[src/rtl/ping_ranger.sv]
// Ultrasonic rangefinder controller: trigger, holdoff, echo measurement with timeout,
// scaled saturating result and optional free-running retrigger.
module ping_ranger #(
  parameter int unsigned CNT_W       = 16,
  parameter int unsigned TRIG_CYC    = 2,
  parameter int unsigned HOLD_CYC    = 294,
  parameter int unsigned TIMEOUT_CYC = 65000,
  parameter int unsigned DELAY_CYC   = 80,
  parameter int unsigned RES_W       = 8,
  parameter logic [15:0] K_IN        = 16'h0479,
  parameter logic [15:0] K_CM        = 16'h0B5D
) (
  input  logic             clk,
  input  logic             reset,
  input  logic             go,
  input  logic             continuous,
  input  logic             inches,
  input  logic             pulsein,
  output logic             pulseout,
  output logic             pulseen,
  output logic             busy,
  output logic             convdone,
  output logic             timeout,
  output logic [RES_W-1:0] result
);

  typedef enum logic [2:0] {
    StIdle,
    StTrig,
    StHold,
    StWaitEcho,
    StMeasure,
    StDelay
  } state_e;

  localparam logic [CNT_W-1:0] TrigLast  = CNT_W'(TRIG_CYC - 1);
  localparam logic [CNT_W-1:0] HoldLast  = CNT_W'(HOLD_CYC - 1);
  localparam logic [CNT_W-1:0] DelayLast = CNT_W'(DELAY_CYC - 1);
  localparam logic [CNT_W-1:0] ToutLast  = CNT_W'(TIMEOUT_CYC - 1);
  localparam logic [CNT_W-1:0] One       = CNT_W'(1);

  state_e           state_q, state_d;
  logic [CNT_W-1:0] phase_q, phase_d;
  logic [CNT_W-1:0] tout_q, tout_d;
  logic [CNT_W-1:0] echo_q, echo_d;
  logic             ps_meta_q, ps_q;
  logic [RES_W-1:0] result_q, result_d;
  logic             timeout_q, timeout_d;

  logic [15:0]       k;
  logic [CNT_W+15:0] prod;
  logic [CNT_W-1:0]  scaled;
  logic              sat;
  logic [RES_W-1:0]  scaled_res;

  // Q0.16 scaling; anything that does not fit in RES_W bits clamps to all-ones.
  assign k          = inches ? K_IN : K_CM;
  assign prod       = {16'b0, echo_q} * {{CNT_W{1'b0}}, k};
  assign scaled     = CNT_W'(prod >> 16);
  assign sat        = |(scaled >> RES_W);
  assign scaled_res = sat ? '1 : RES_W'(scaled);

  always_comb begin
    state_d   = state_q;
    echo_d    = echo_q;
    result_d  = result_q;
    timeout_d = timeout_q;
    unique case (state_q)
      StIdle: begin
        if (go) state_d = StTrig;
      end
      StTrig: begin
        if (phase_q == TrigLast) state_d = StHold;
      end
      StHold: begin
        if (phase_q == HoldLast) state_d = StWaitEcho;
      end
      StWaitEcho: begin
        if (tout_q == ToutLast) begin
          state_d   = StDelay;
          result_d  = '1;
          timeout_d = 1'b1;
        end else if (ps_q) begin
          state_d = StMeasure;
          echo_d  = One;
        end
      end
      StMeasure: begin
        // Timeout takes priority over an echo falling edge in the same cycle.
        if (tout_q == ToutLast) begin
          state_d   = StDelay;
          result_d  = '1;
          timeout_d = 1'b1;
        end else if (!ps_q) begin
          state_d   = StDelay;
          result_d  = scaled_res;
          timeout_d = 1'b0;
        end else if (echo_q != '1) begin
          echo_d = echo_q + One;
        end
      end
      StDelay: begin
        if (phase_q == DelayLast) state_d = continuous ? StTrig : StIdle;
      end
      default: state_d = StIdle;
    endcase

    phase_d = (state_d != state_q) ? '0 : phase_q + One;
    tout_d  = (state_q == StWaitEcho || state_q == StMeasure) ? tout_q + One : '0;
  end

  always_ff @(posedge clk) begin
    if (reset) begin
      state_q   <= StIdle;
      phase_q   <= '0;
      tout_q    <= '0;
      echo_q    <= '0;
      ps_meta_q <= 1'b0;
      ps_q      <= 1'b0;
      result_q  <= '0;
      timeout_q <= 1'b0;
    end else begin
      state_q   <= state_d;
      phase_q   <= phase_d;
      tout_q    <= tout_d;
      echo_q    <= echo_d;
      ps_meta_q <= pulsein;
      ps_q      <= ps_meta_q;
      result_q  <= result_d;
      timeout_q <= timeout_d;
    end
  end

  assign pulseout = (state_q == StTrig);
  assign pulseen  = (state_q == StIdle) || (state_q == StTrig) || (state_q == StHold);
  assign busy     = (state_q != StIdle);
  assign convdone = (state_q == StDelay) && (phase_q == DelayLast);
  assign timeout  = timeout_q;
  assign result   = result_q;

endmodule

[config.mk]
export PLATFORM = sky130hd
export DESIGN_NAME = ping_ranger
export DESIGN_NICKNAME = d
export VERILOG_FILES = /design/src/rtl/ping_ranger.sv
export SDC_FILE = /design/constraint.sdc
export NUM_CORES = 1
export LEC_CHECK = 0
export ABC_AREA = 1
export CAP_MARGIN = 10
export CELL_PAD_IN_SITES_DETAIL_PLACEMENT = 0
export CELL_PAD_IN_SITES_GLOBAL_PLACEMENT = 1
export CORE_ASPECT_RATIO = 1.75
export CORE_UTILIZATION = 40
export CTS_BUF_LIST = sky130_fd_sc_hd__clkbuf_8
export DETAILED_ROUTE_END_ITERATION = 10
export PLACE_DENSITY_LB_ADDON = 0.1
export SYNTH_ARGS = -nofsm -noshare
export SYNTH_HDL_FRONTEND = slang
export SYNTH_SLANG_ARGS = --single-unit
[constraint.sdc]
create_clock -name clk -period 8.3 [get_ports clk]
set_input_delay 2.49 -clock clk [delete_from_list [all_inputs] [get_ports clk]]
set_output_delay 2.49 -clock clk [all_outputs]
set_load 0.05 [all_outputs]
== Yosys cells after proc, flatten, opt, wreduce, memory -nomap -nowiden ==
Index checks and enable logic that the tools add are counted.

* Register bits after elaboration: 62
* Latch bits: 0
* Memory bits (writable): 0
* Bits in read-only memories: 0
* Input bits: 6
* Output and inout port bits: 13
* Logic and storage cells: 69
* Memories: 0

* Add/sub/neg operators: 3
* Multipliers: 1
* Divide/modulo/power cells: 0
* Order comparisons: 0
* Eq/ne operators: 18
* Shift-type cells: 0
* Mux-type cells: 26
* Bitwise gates (word level): 1
* Reduce and logical (&&, ||, !) cells: 12

{| class="wikitable"
|+ Operators by type and width
! operator !! number
|-
| 16-bit two-way mux || 5
|-
| 16-bit by 1-bit adder with 16-bit output (second input constant) || 3
|-
| 8-bit two-way mux || 4
|-
| 16-bit case mux with 2 select lines || 1
|-
| 16-bit by 12-bit multiplier with 28-bit output || 1
|-
| 3-bit two-way mux || 8
|-
| 3-bit case mux with 6 select lines || 1
|-
| 16-bit by 1-bit == test with 1-bit output (second input constant) || 1
|-
| 16-bit == test (second input constant) || 1
|-
| 16-bit by 7-bit == test with 1-bit output (second input constant) || 1
|-
| 16-bit by 9-bit == test with 1-bit output (second input constant) || 1
|-
| 16-bit != test (second input constant) || 1
|-
| 8-bit case mux with 2 select lines || 1
|-
| 12-bit two-way mux || 1
|-
| 2-bit != test (second input constant) || 6
|-
| 8-bit OR reduction || 1
|-
| 3-bit by 2-bit == test with 1-bit output (second input constant) || 2
|-
| 3-bit == test (second input constant) || 2
|-
| 6-bit AND reduction || 1
|-
| 1-bit two-way mux || 4
|-
| 2-bit OR reduction || 2
|-
| 3-bit by 1-bit == test with 1-bit output (second input constant) || 1
|-
| 3-bit logical NOT || 1
|-
| 1-bit logical OR || 3
|-
| 8 further kinds || 8
|}

== Longest topological paths before layout ==
Gate-level depths: netlist of run 1.

* Depth after elaboration: 7
* Depth in mapped cells: 30
* Depth with buffers taken out: 30

== Worst setup path before layout of run 1 ==
OpenSTA, ideal clock, no wires.

* Kind: input to register
* Start: input inches
* End: register result_q[0] (netlist: result[0])
* Setup time: 0.109 ns
* Arrival: 7.270 ns
* Required time: 8.191 ns
* Setup slack: 0.921 ns
* Stages: 24
* Buffers on the path: 2
* Path through: clkbuf_1 clkbuf_1 nand2_1 inv_1 fa_1 fa_1 fa_1 fa_1 inv_1 fa_1 inv_1 ha_1 nand2_1 inv_1 a21oi_1 nand2_1 nand2_1 nand3_1 nand2_1 nand2_1 nor2_1 nand3_1 nand2_1 inv_1

* Word-level cells in the longest chain between the ends: 7

{| class="wikitable"
|+ RTL lines
! item !! RTL line !! RTL
|-
| start: declaration || 17 || <nowiki>input logic inches,</nowiki>
|-
| 12-bit two-way mux * || 57 || <nowiki>assign k = inches ? K_IN : K_CM;</nowiki>
|-
| 16-bit by 12-bit multiplier with 28-bit output * || 58 || <nowiki>assign prod = {16'b0, echo_q} * {{CNT_W{1'b0}}, k};</nowiki>
|-
| 8-bit OR reduction || 60 || <nowiki>assign sat = |(scaled >> RES_W);</nowiki>
|-
| 8-bit two-way mux * || 61 || <nowiki>assign scaled_res = sat ? '1 : RES_W'(scaled);</nowiki>
|-
| 8-bit two-way mux * || 94 || <nowiki>end else if (!ps_q) begin</nowiki>
|-
| 8-bit two-way mux * || 90 || <nowiki>if (tout_q == ToutLast) begin</nowiki>
|-
| 8-bit case mux with 2 select lines * || 68 || <nowiki>unique case (state_q)</nowiki>
|-
| end signal: assignment || 129 || <nowiki>result_q <= result_d;</nowiki>
|-
| end: declaration || 47 || <nowiki>logic [RES_W-1:0] result_q, result_d;</nowiki>
|}

Every way passes the cells marked *; elsewhere a longest branch is shown, timed or not. The select of a mux whose other input is x is not followed.
A chain may end at the register's enable or synchronous reset.

== Final worst setup path of run 1 ==
* Start: input inches
* End: register result_q[4] (netlist: result[4])

Same word-level chain as after synthesis.

==> impl_metrics.sql, run 1 <==
INSERT INTO impl_metrics (metric_group, metric, value, unit) VALUES
('setup_path', 'critPathKind', 'in -> reg', ''),
('sta', 'final_hold_viol_count', '0', ''),
('clock_tree', 'clock_tree.root_cell', 'sky130_fd_sc_hd__clkbuf_8', ''),
('synthesis', 'net_count_after_synthesis', '1373', ''),
('placed_design', 'numPlacedInstances', '1440', ''),
('finish', 'final_net_count', '1383', ''),
('finish', 'diodes', '0', ''),
('power', 'finalPower', '0.650', 'mW'),
('global_routing', 'gr-max-usage-layer', 'met2', ''),
('routing', 'detailroute.via_count', '6917', ''),
('routing', 'dr.first_iter.drc_count', '258', ''),
('routing', 'totalWireLength', '21900', 'um'),
('setup_path', 'timing.critical_path.to_type', 'register', ''),
('routing', 'ratio_of_routed_vias_to_standard_cells', '4.75', ''),
('synthesis', 'yosysTopAreaCellShare', '22.5', '%'),
('floorplan', 'die_area', '21300', 'um2'),
('power', 'irDropWorstVdd', '0.122', 'mV'),
('clock_tree', 'tritoncts', 'built', ''),
('placed_design', 'finalWeightedCongestion', '0.867', ''),
('sta', 'slew_headroom', '50.0', '%'),
('synthesis', 'ys_types', '39', ''),
('global_routing', 'global_route.overflow_total', '0', ''),
('floorplan', 'num_rows', '69', ''),
('floorplan', 'die_height', '192', 'um'),
('sta', 'clock-skew-final', '0.00989', 'ns'),
('routing', 'route.detailed.drc', '0', ''),
('synthesis', 'synthesis.yosys.warnings', '0', ''),
('floorplan', 'initial_core_util', '40.8', '%'),
('sta', 'slew_violations', '0', ''),
('finish', 'drive_gt1_share', '3.39', '%'),
('finish', 'fillers', '2191', ''),
('finish', 'layout.cells.most_common_list', '306 x sky130_fd_sc_hd__inv_1, 258 x sky130_fd_sc_hd__nand2_1, 116 x sky130_fd_sc_hd__nor2_1', ''),
('synthesis', 'post_synth_inst_count', '1193', ''),
('setup_path', 'critical_path.max_fanout', '40', ''),
('floorplan', 'die-width', '111', 'um'),
('finish', 'layout.core_utilization', '43.8', '%'),
('clock_tree', 'tritoncts.num_buffers', '9', ''),
('routing', 'drt-pass1-iter-count', '5', ''),
('power', 'leakagePower', '4.72', 'nW'),
('sta', 'period_minus_slack', '7.69', 'ns'),
('placed_design', 'hpwlAfterDp', '19100', 'um'),
('sta', 'grt_setup_unrepaired', 'no', ''),
('floorplan', 'io-pin-count', '19', ''),
('sta', 'worst-slew-pin-transition', '0.746', 'ns'),
('global_routing', 'antenna_violations_before_repair', '0', ''),
('sta', 'setup_viol', '0', ''),
('sta', 'whs', '0.404', 'ns'),
('global_routing', 'gr-usage-met2', '42.9', '%'),
('hold_path', 'worst_hold_path_type', 'reg -> reg', ''),
('synthesis', 'sequential_element_share_of_the_synthesized_area', '15.0', '%'),
('synthesis', 'flip_flop_and_latch_count_after_synthesis', '62', ''),
('global_routing', 'use_met3', '1.63', '%'),
('sta', 'timing.final.crit_share', '92.7', '%'),
('routing', 'route.detailed.wl_per_inst', '15.0', 'um'),
('setup_path', 'critical_path.startpoint_type', 'input pin', ''),
('clock_tree', 'cts-hold-fix-buffers', '0', ''),
('synthesis', 'post_synth_instance_area', '8280', 'um2'),
('clock_tree', 'cts.path.max_buffers', '2', ''),
('global_routing', 'vias_in_the_first_global_route', '7045', ''),
('setup_path', 'arrival', '7.95', 'ns'),
('clock_tree', 'htree_num_levels', '3', ''),
('clock_tree', 'clkTransAtPathRegs', '0.07', 'ns'),
('outcome', 'outcome', 'complete, no violations', ''),
('floorplan', 'core', '20300', 'um2'),
('finish', 'final_common_cell', 'sky130_fd_sc_hd__inv_1', ''),
('power', 'power-per-cell-area', '73.2', 'nW/um2'),
('global_routing', 'first_pass_grt_wire_length', '34600', 'um'),
('clock_tree', 'worstSkewPairLatency', '0.36', 'ns'),
('run', 'timing.max_cap.violations', '0', ''),
('synthesis', 'synthesis.area_per_instance', '6.94', 'um2'),
('setup_path', 'critPathRequiredTime', '8.56', 'ns');
-- area by class of cell --
class                   instances  area [um2]  area share [%]
clock buffers                   9         124            1.39
clock inverters                 7        57.6           0.648
inverters                     307        1150            13.0
multi-input cells             802        5780            65.1
flip-flops and latches         62        1240            14.0
well taps                     248         310            3.49
repair buffers                 21         215            2.42
-- logic make-up after synthesis --
logic type,synth area share (%)
adder cells (fa/ha/maj),34.7
AO/OA/AOI/OAI,5.22
AND/OR/NAND/NOR,26.3
flip-flops,15.0
buffers and inverters,15.1
XOR/XNOR,3.49
other,0.0908
-- layer usage --
layer	up-vias	share of wire, %
met4	0	3.8
met5	-	0
met2	65	56
li1	3607	-
met1	3216	38
met3	29	1.3
-- final timing paths --
kind	start	end	slack, ns	cells after the start
hold reg to reg	ps_meta_q$_SDFF_PP0_	ps_q$_SDFF_PP0_	0.40	2
setup reg to reg	echo_q[4]$_SDFFE_PP0P_	result[4]$_SDFFE_PP0P_	2.71	25
hold / removal	ps_meta_q$_SDFF_PP0_	ps_q$_SDFF_PP0_	0.40	2
setup / recovery	inches	result[4]$_SDFFE_PP0P_	0.61	27
-- synthesized netlist by cell type --
| cell | number |
|---|---|
| sky130_fd_sc_hd__inv_1 | 304 |
| sky130_fd_sc_hd__nand2_1 | 258 |
| sky130_fd_sc_hd__nor2_1 | 116 |
| sky130_fd_sc_hd__fa_1 | 93 |
| sky130_fd_sc_hd__ha_1 | 81 |
| sky130_fd_sc_hd__nand3_1 | 67 |
| sky130_fd_sc_hd__dfxtp_1 | 62 |
| sky130_fd_sc_hd__a21oi_1 | 54 |
| sky130_fd_sc_hd__xor2_1 | 30 |
| sky130_fd_sc_hd__nor3_1 | 24 |
| sky130_fd_sc_hd__nand4_1 | 23 |
| sky130_fd_sc_hd__clkbuf_1 | 16 |
| sky130_fd_sc_hd__o21ai_0 | 14 |
| sky130_fd_sc_hd__nor2_2 | 11 |
| sky130_fd_sc_hd__inv_2 | 3 |
| sky130_fd_sc_hd__nor4_1 | 3 |
| sky130_fd_sc_hd__or2_2 | 3 |
| sky130_fd_sc_hd__xnor2_1 | 3 |
| sky130_fd_sc_hd__a31oi_1 | 2 |
| sky130_fd_sc_hd__buf_1 | 2 |
| sky130_fd_sc_hd__buf_4 | 2 |
| sky130_fd_sc_hd__conb_1 | 2 |
| sky130_fd_sc_hd__nand3_2 | 2 |
| sky130_fd_sc_hd__nor3b_1 | 2 |
| sky130_fd_sc_hd__o211ai_1 | 2 |
| sky130_fd_sc_hd__a211oi_1 | 1 |
| sky130_fd_sc_hd__a21boi_2 | 1 |
| sky130_fd_sc_hd__and2_1 | 1 |
| sky130_fd_sc_hd__and3_1 | 1 |
| sky130_fd_sc_hd__buf_2 | 1 |
| sky130_fd_sc_hd__buf_6 | 1 |
| sky130_fd_sc_hd__nand2_2 | 1 |
| sky130_fd_sc_hd__nor2b_1 | 1 |
| sky130_fd_sc_hd__nor3_2 | 1 |
| sky130_fd_sc_hd__o21a_1 | 1 |
| sky130_fd_sc_hd__o21ai_1 | 1 |
| sky130_fd_sc_hd__o21ai_2 | 1 |
| sky130_fd_sc_hd__o21ai_4 | 1 |
| sky130_fd_sc_hd__o21bai_1 | 1 |
-- per-stage QoR --
stage	setup slack, ns	area [um2]
6_report	0.607	8880
2_1_floorplan	0.921	8280
4_1_cts	0.591	8880
5_1_grt	0.171	8880
3_5_place_dp	0.204	8700
3_3_place_gp	0.241	8700
-- critical path: stages --
cell and delay (ns):
sky130_fd_sc_hd__clkdlybuf4s50_1 0.50, sky130_fd_sc_hd__buf_12 0.19, sky130_fd_sc_hd__nor2_1 0.08, sky130_fd_sc_hd__inv_1 0.10
sky130_fd_sc_hd__nand2_1 0.08, sky130_fd_sc_hd__ha_1 0.27, sky130_fd_sc_hd__inv_1 0.05, sky130_fd_sc_hd__fa_1 0.52
sky130_fd_sc_hd__inv_1 0.06, sky130_fd_sc_hd__fa_1 0.50, sky130_fd_sc_hd__fa_1 0.54, sky130_fd_sc_hd__inv_1 0.05
sky130_fd_sc_hd__fa_1 0.53, sky130_fd_sc_hd__inv_1 0.04, sky130_fd_sc_hd__ha_1 0.38, sky130_fd_sc_hd__nand2_1 0.16
sky130_fd_sc_hd__inv_1 0.05, sky130_fd_sc_hd__a21oi_1 0.28, sky130_fd_sc_hd__nand2_1 0.09, sky130_fd_sc_hd__nand2_1 0.10
sky130_fd_sc_hd__nand3_1 0.10, sky130_fd_sc_hd__nand2_1 0.07, sky130_fd_sc_hd__nand2_1 0.05, sky130_fd_sc_hd__nor2_1 0.35
sky130_fd_sc_hd__nand3_1 0.16, sky130_fd_sc_hd__nand2_1 0.09, sky130_fd_sc_hd__inv_1 0.03
-- sequential cells by signal, summed over array words and instances, names as in the netlist --
| register | count |
|---|---|
| echo_q | 16 |
| phase_q | 16 |
| tout_q | 16 |
| result | 8 |
| state_q | 3 |
| ps_meta_q | 1 |
| ps_q | 1 |
| timeout | 1 |
-- where the power goes --
| part | leakage [nW] | total, mW | switching (mW) | internal (mW) |
|---|---|---|---|---|
| Sequential | 0.500 | 0.310 | 0.00644 | 0.303 |
| Clock | 0.105 | 0.258 | 0.124 | 0.134 |
| Combinational | 4.11 | 0.0824 | 0.0567 | 0.0258 |
Note: power is estimated with default switching activity, not from simulation.
==> run 2: changes to the inputs <==
==> constraint.sdc (replaced) <==
create_clock -name clk -period 8.3 [get_ports clk]
set_input_delay 0.83 -clock clk [delete_from_list [all_inputs] [get_ports clk]]
set_output_delay 0.83 -clock clk [all_outputs]
set_load 0.05 [all_outputs]
==> impl_metrics.sql, run 2 (synthesized netlist as in run 1, its figures left out) <==
INSERT INTO impl_metrics (metric_group, metric, value, unit) VALUES
('power', 'clock_power_share', '41.7', '%'),
('placed_design', 'detailedPlace.worstSlack', '1.58', 'ns'),
('sta', 'final_hold_viol_count', '0', ''),
('floorplan', 'core', '20300', 'um2'),
('finish', 'layout.core_utilization', '43.8', '%'),
('clock_tree', 'cts.repair_timing.setup_buffer_count', '0', ''),
('setup_path', 'critical_path.max_fanout', '35', ''),
('routing', 'dr.first_iter.drc_count', '229', ''),
('routing', 'detailroute.via_count', '6912', ''),
('setup_path', 'crit-reg2reg-capture', 'result[2]$_SDFFE_PP0P_', ''),
('sta', 'worst-slew-pin-transition', '0.769', 'ns'),
('routing', 'totalWireLength', '21800', 'um'),
('clock_tree', 'htree_num_levels', '3', ''),
('finish', 'drive_gt1_share', '3.31', '%'),
('sta', 'grt_setup_unrepaired', 'no', ''),
('power', 'power.switching_fraction', '28.4', '%'),
('setup_path', 'worst_reg2reg_path_depth', '25', ''),
('clock_tree', 'tritoncts', 'built', ''),
('routing', 'route.antenna.remaining_nets', '0', ''),
('power', 'leakagePower', '4.71', 'nW'),
('outcome', 'outcome', 'complete, no violations', ''),
('power', 'power.switching', '0.191', 'mW'),
('finish', 'layout_top_registers', 'echo_q (16), phase_q (16), tout_q (16)', ''),
('placed_design', 'finalWeightedCongestion', '0.823', ''),
('clock_tree', 'cts_resized', '0', ''),
('sta', 'setup_viol', '0', ''),
('clock_tree', 'clock_tree.root_cell', 'sky130_fd_sc_hd__clkbuf_8', ''),
('setup_path', 'critPathRequiredTime', '8.56', 'ns'),
('power', 'finalPower', '0.672', 'mW'),
('setup_path', 'critical_path.startpoint_type', 'input pin', ''),
('setup_path', 'launch_point_of_the_critical_path', 'inches', ''),
('sta', 'max_clock_freq', '0.159', 'GHz'),
('setup_path', 'timing.critical_path.to_type', 'register', ''),
('sta', 'fin_setup_tns', '0', 'ns'),
('sta', 'whs', '0.402', 'ns'),
('routing', 'drt-pass1-iter-count', '5', ''),
('finish', 'post_synthesis_to_final_layout_area_growth', '7.35', '%'),
('setup_path', 'worst_reg2reg_path_startpoint', 'echo_q[4]$_SDFFE_PP0P_', ''),
('sta', 'period_minus_slack', '6.28', 'ns'),
('routing', 'route.detailed.wl_per_inst', '15.0', 'um'),
('global_routing', 'vias_in_the_first_global_route', '7169', ''),
('setup_path', 'critPathKind', 'in -> reg', ''),
('sta', 'timing.final.crit_share', '75.7', '%'),
('placed_design', 'port-buffer-count', '18', ''),
('placed_design', 'placement.cell_area', '8680', 'um2'),
('finish', 'final_common_cell', 'sky130_fd_sc_hd__inv_1', ''),
('global_routing', 'first_pass_grt_wire_length', '35400', 'um'),
('hold_path', 'hold_path_depth', '2', ''),
('floorplan', 'die_height', '192', 'um'),
('sta', 'setup_ws', '2.02', 'ns'),
('global_routing', 'grt_max_degree', '36', ''),
('sta', 'slew_headroom', '48.4', '%'),
('power', 'power-per-cell-area', '75.6', 'nW/um2'),
('power', 'pwr-share-seq', '46.1', '%'),
('hold_path', 'min_from', 'ps_meta_q$_SDFF_PP0_', ''),
('floorplan', 'io-pin-count', '19', ''),
('clock_tree', 'worstSkewPairLatency', '0.37', 'ns'),
('finish', 'fillers', '2214', ''),
('power', 'power_frac_comb', '12.2', '%'),
('run', 'timing.max_cap.violations', '0', ''),
('sta', 'slew_violations', '0', ''),
('placed_design', 'numPlacedInstances', '1439', ''),
('floorplan', 'die-width', '111', 'um'),
('hold_path', 'timing.hold.worst_endpoint', 'ps_q$_SDFF_PP0_', ''),
('finish', 'diodes', '0', ''),
('clock_tree', 'cts-hold-fix-buffers', '0', ''),
('clock_tree', 'cts_sink_cnt', '62', ''),
('floorplan', 'initial_core_util', '40.8', '%'),
('finish', 'postLayoutCellArea', '8880', 'um2'),
('setup_path', 'reg2reg_setup_slack', '2.68', 'ns'),
('routing', 'route.detailed.drc', '0', ''),
('setup_path', 'arrival', '6.54', 'ns'),
('routing', 'ratio_of_routed_vias_to_standard_cells', '4.75', ''),
('finish', 'finish.cell_count_without_fillers', '1455', ''),
('clock_tree', 'tritoncts.num_buffers', '9', ''),
('floorplan', 'num_rows', '69', ''),
('global_routing', 'global_route.overflow_total', '0', ''),
('floorplan', 'die_area', '21300', 'um2'),
('sta', 'clock-skew-final', '0.0180', 'ns'),
('clock_tree', 'clkTransAtPathRegs', '0.07', 'ns'),
('power', 'irDropWorstVdd', '0.108', 'mV'),
('placed_design', 'hpwlAfterDp', '18900', 'um'),
('global_routing', 'grt.total_usage', '21.4', '%'),
('hold_path', 'worst_hold_path_type', 'reg -> reg', ''),
('finish', 'final_net_count', '1382', ''),
('clock_tree', 'cts.path.max_buffers', '2', ''),
('power', 'power_report.internal_total', '0.481', 'mW'),
('finish', 'layout.cells.most_common_list', '306 x sky130_fd_sc_hd__inv_1, 258 x sky130_fd_sc_hd__nand2_1, 116 x sky130_fd_sc_hd__nor2_1', ''),
('global_routing', 'antenna_violations_before_repair', '0', '');
run 2: changes by cell type in the layout (fill, tap and decap cells not counted), sizes merged:
cell      previous run  this run
clkinv               4         1
clkbuf               9        11
buf                  3         2
clkinvlp             0         1
run 2: metal layers:
| metal | wire [um] | GRT usage, % | vias up |
|---|---|---|---|
| li1 | - | - | 3599 |
| met2 | 12200 | 42.8 | 57 |
| met1 | 8500 | 22.5 | 3228 |
| met4 | 772 | 9.49 | 0 |
| met5 | 0 | 0 | - |
| met3 | 294 | 1.85 | 28 |
run 2: layout make-up:
| cell class | count | area (um2) | share of cell area (%) |
|---|---|---|---|
| well taps | 248 | 310 | 3.49 |
| clock inverters | 5 | 50.0 | 0.563 |
| multi-input cells | 802 | 5780 | 65.1 |
| inverters | 307 | 1150 | 13.0 |
| clock buffers | 11 | 151 | 1.70 |
| repair buffers | 20 | 195 | 2.20 |
| flip-flops and latches | 62 | 1240 | 14.0 |
run 2: how the worst max path moves through the flow:
stage,slack [ns],end
2_1_floorplan,2.58,result[0]$_SDFFE_PP0P_
3_5_place_dp,1.58,result[2]$_SDFFE_PP0P_
5_1_grt,1.53,result[3]$_SDFFE_PP0P_
4_1_cts,1.95,result[2]$_SDFFE_PP0P_
3_3_place_gp,1.64,result[1]$_SDFFE_PP0P_
6_report,2.02,result[2]$_SDFFE_PP0P_
run 2: critical path: stages:
cell and delay, ns:
sky130_fd_sc_hd__clkdlybuf4s50_1 0.55, sky130_fd_sc_hd__buf_4 0.34, sky130_fd_sc_hd__nor2_1 0.11, sky130_fd_sc_hd__inv_1 0.10, sky130_fd_sc_hd__nand2_1 0.07, sky130_fd_sc_hd__ha_1 0.27, sky130_fd_sc_hd__inv_1 0.05, sky130_fd_sc_hd__fa_1 0.54
sky130_fd_sc_hd__inv_1 0.06, sky130_fd_sc_hd__fa_1 0.50, sky130_fd_sc_hd__fa_1 0.55, sky130_fd_sc_hd__inv_1 0.05, sky130_fd_sc_hd__fa_1 0.52, sky130_fd_sc_hd__inv_1 0.04, sky130_fd_sc_hd__ha_1 0.36, sky130_fd_sc_hd__nand2_1 0.16
sky130_fd_sc_hd__inv_1 0.05, sky130_fd_sc_hd__a21oi_1 0.32, sky130_fd_sc_hd__nand2_1 0.09, sky130_fd_sc_hd__nand2_1 0.11, sky130_fd_sc_hd__nand3_1 0.10, sky130_fd_sc_hd__nand2_1 0.07, sky130_fd_sc_hd__nand2_1 0.05, sky130_fd_sc_hd__nor2_1 0.33
sky130_fd_sc_hd__nand3_1 0.14, sky130_fd_sc_hd__nand2_1 0.09, sky130_fd_sc_hd__inv_1 0.04
run 2: power by group through the flow:
stage	Sequential (mW)	Combinational, mW	Clock (mW)
global placement	0.317	0.0827	0
finish	0.310	0.0818	0.280
floorplan	0.319	0.0592	0
global route	0.311	0.0913	0.303
detailed placement	0.316	0.0832	0
CTS	0.310	0.0836	0.293
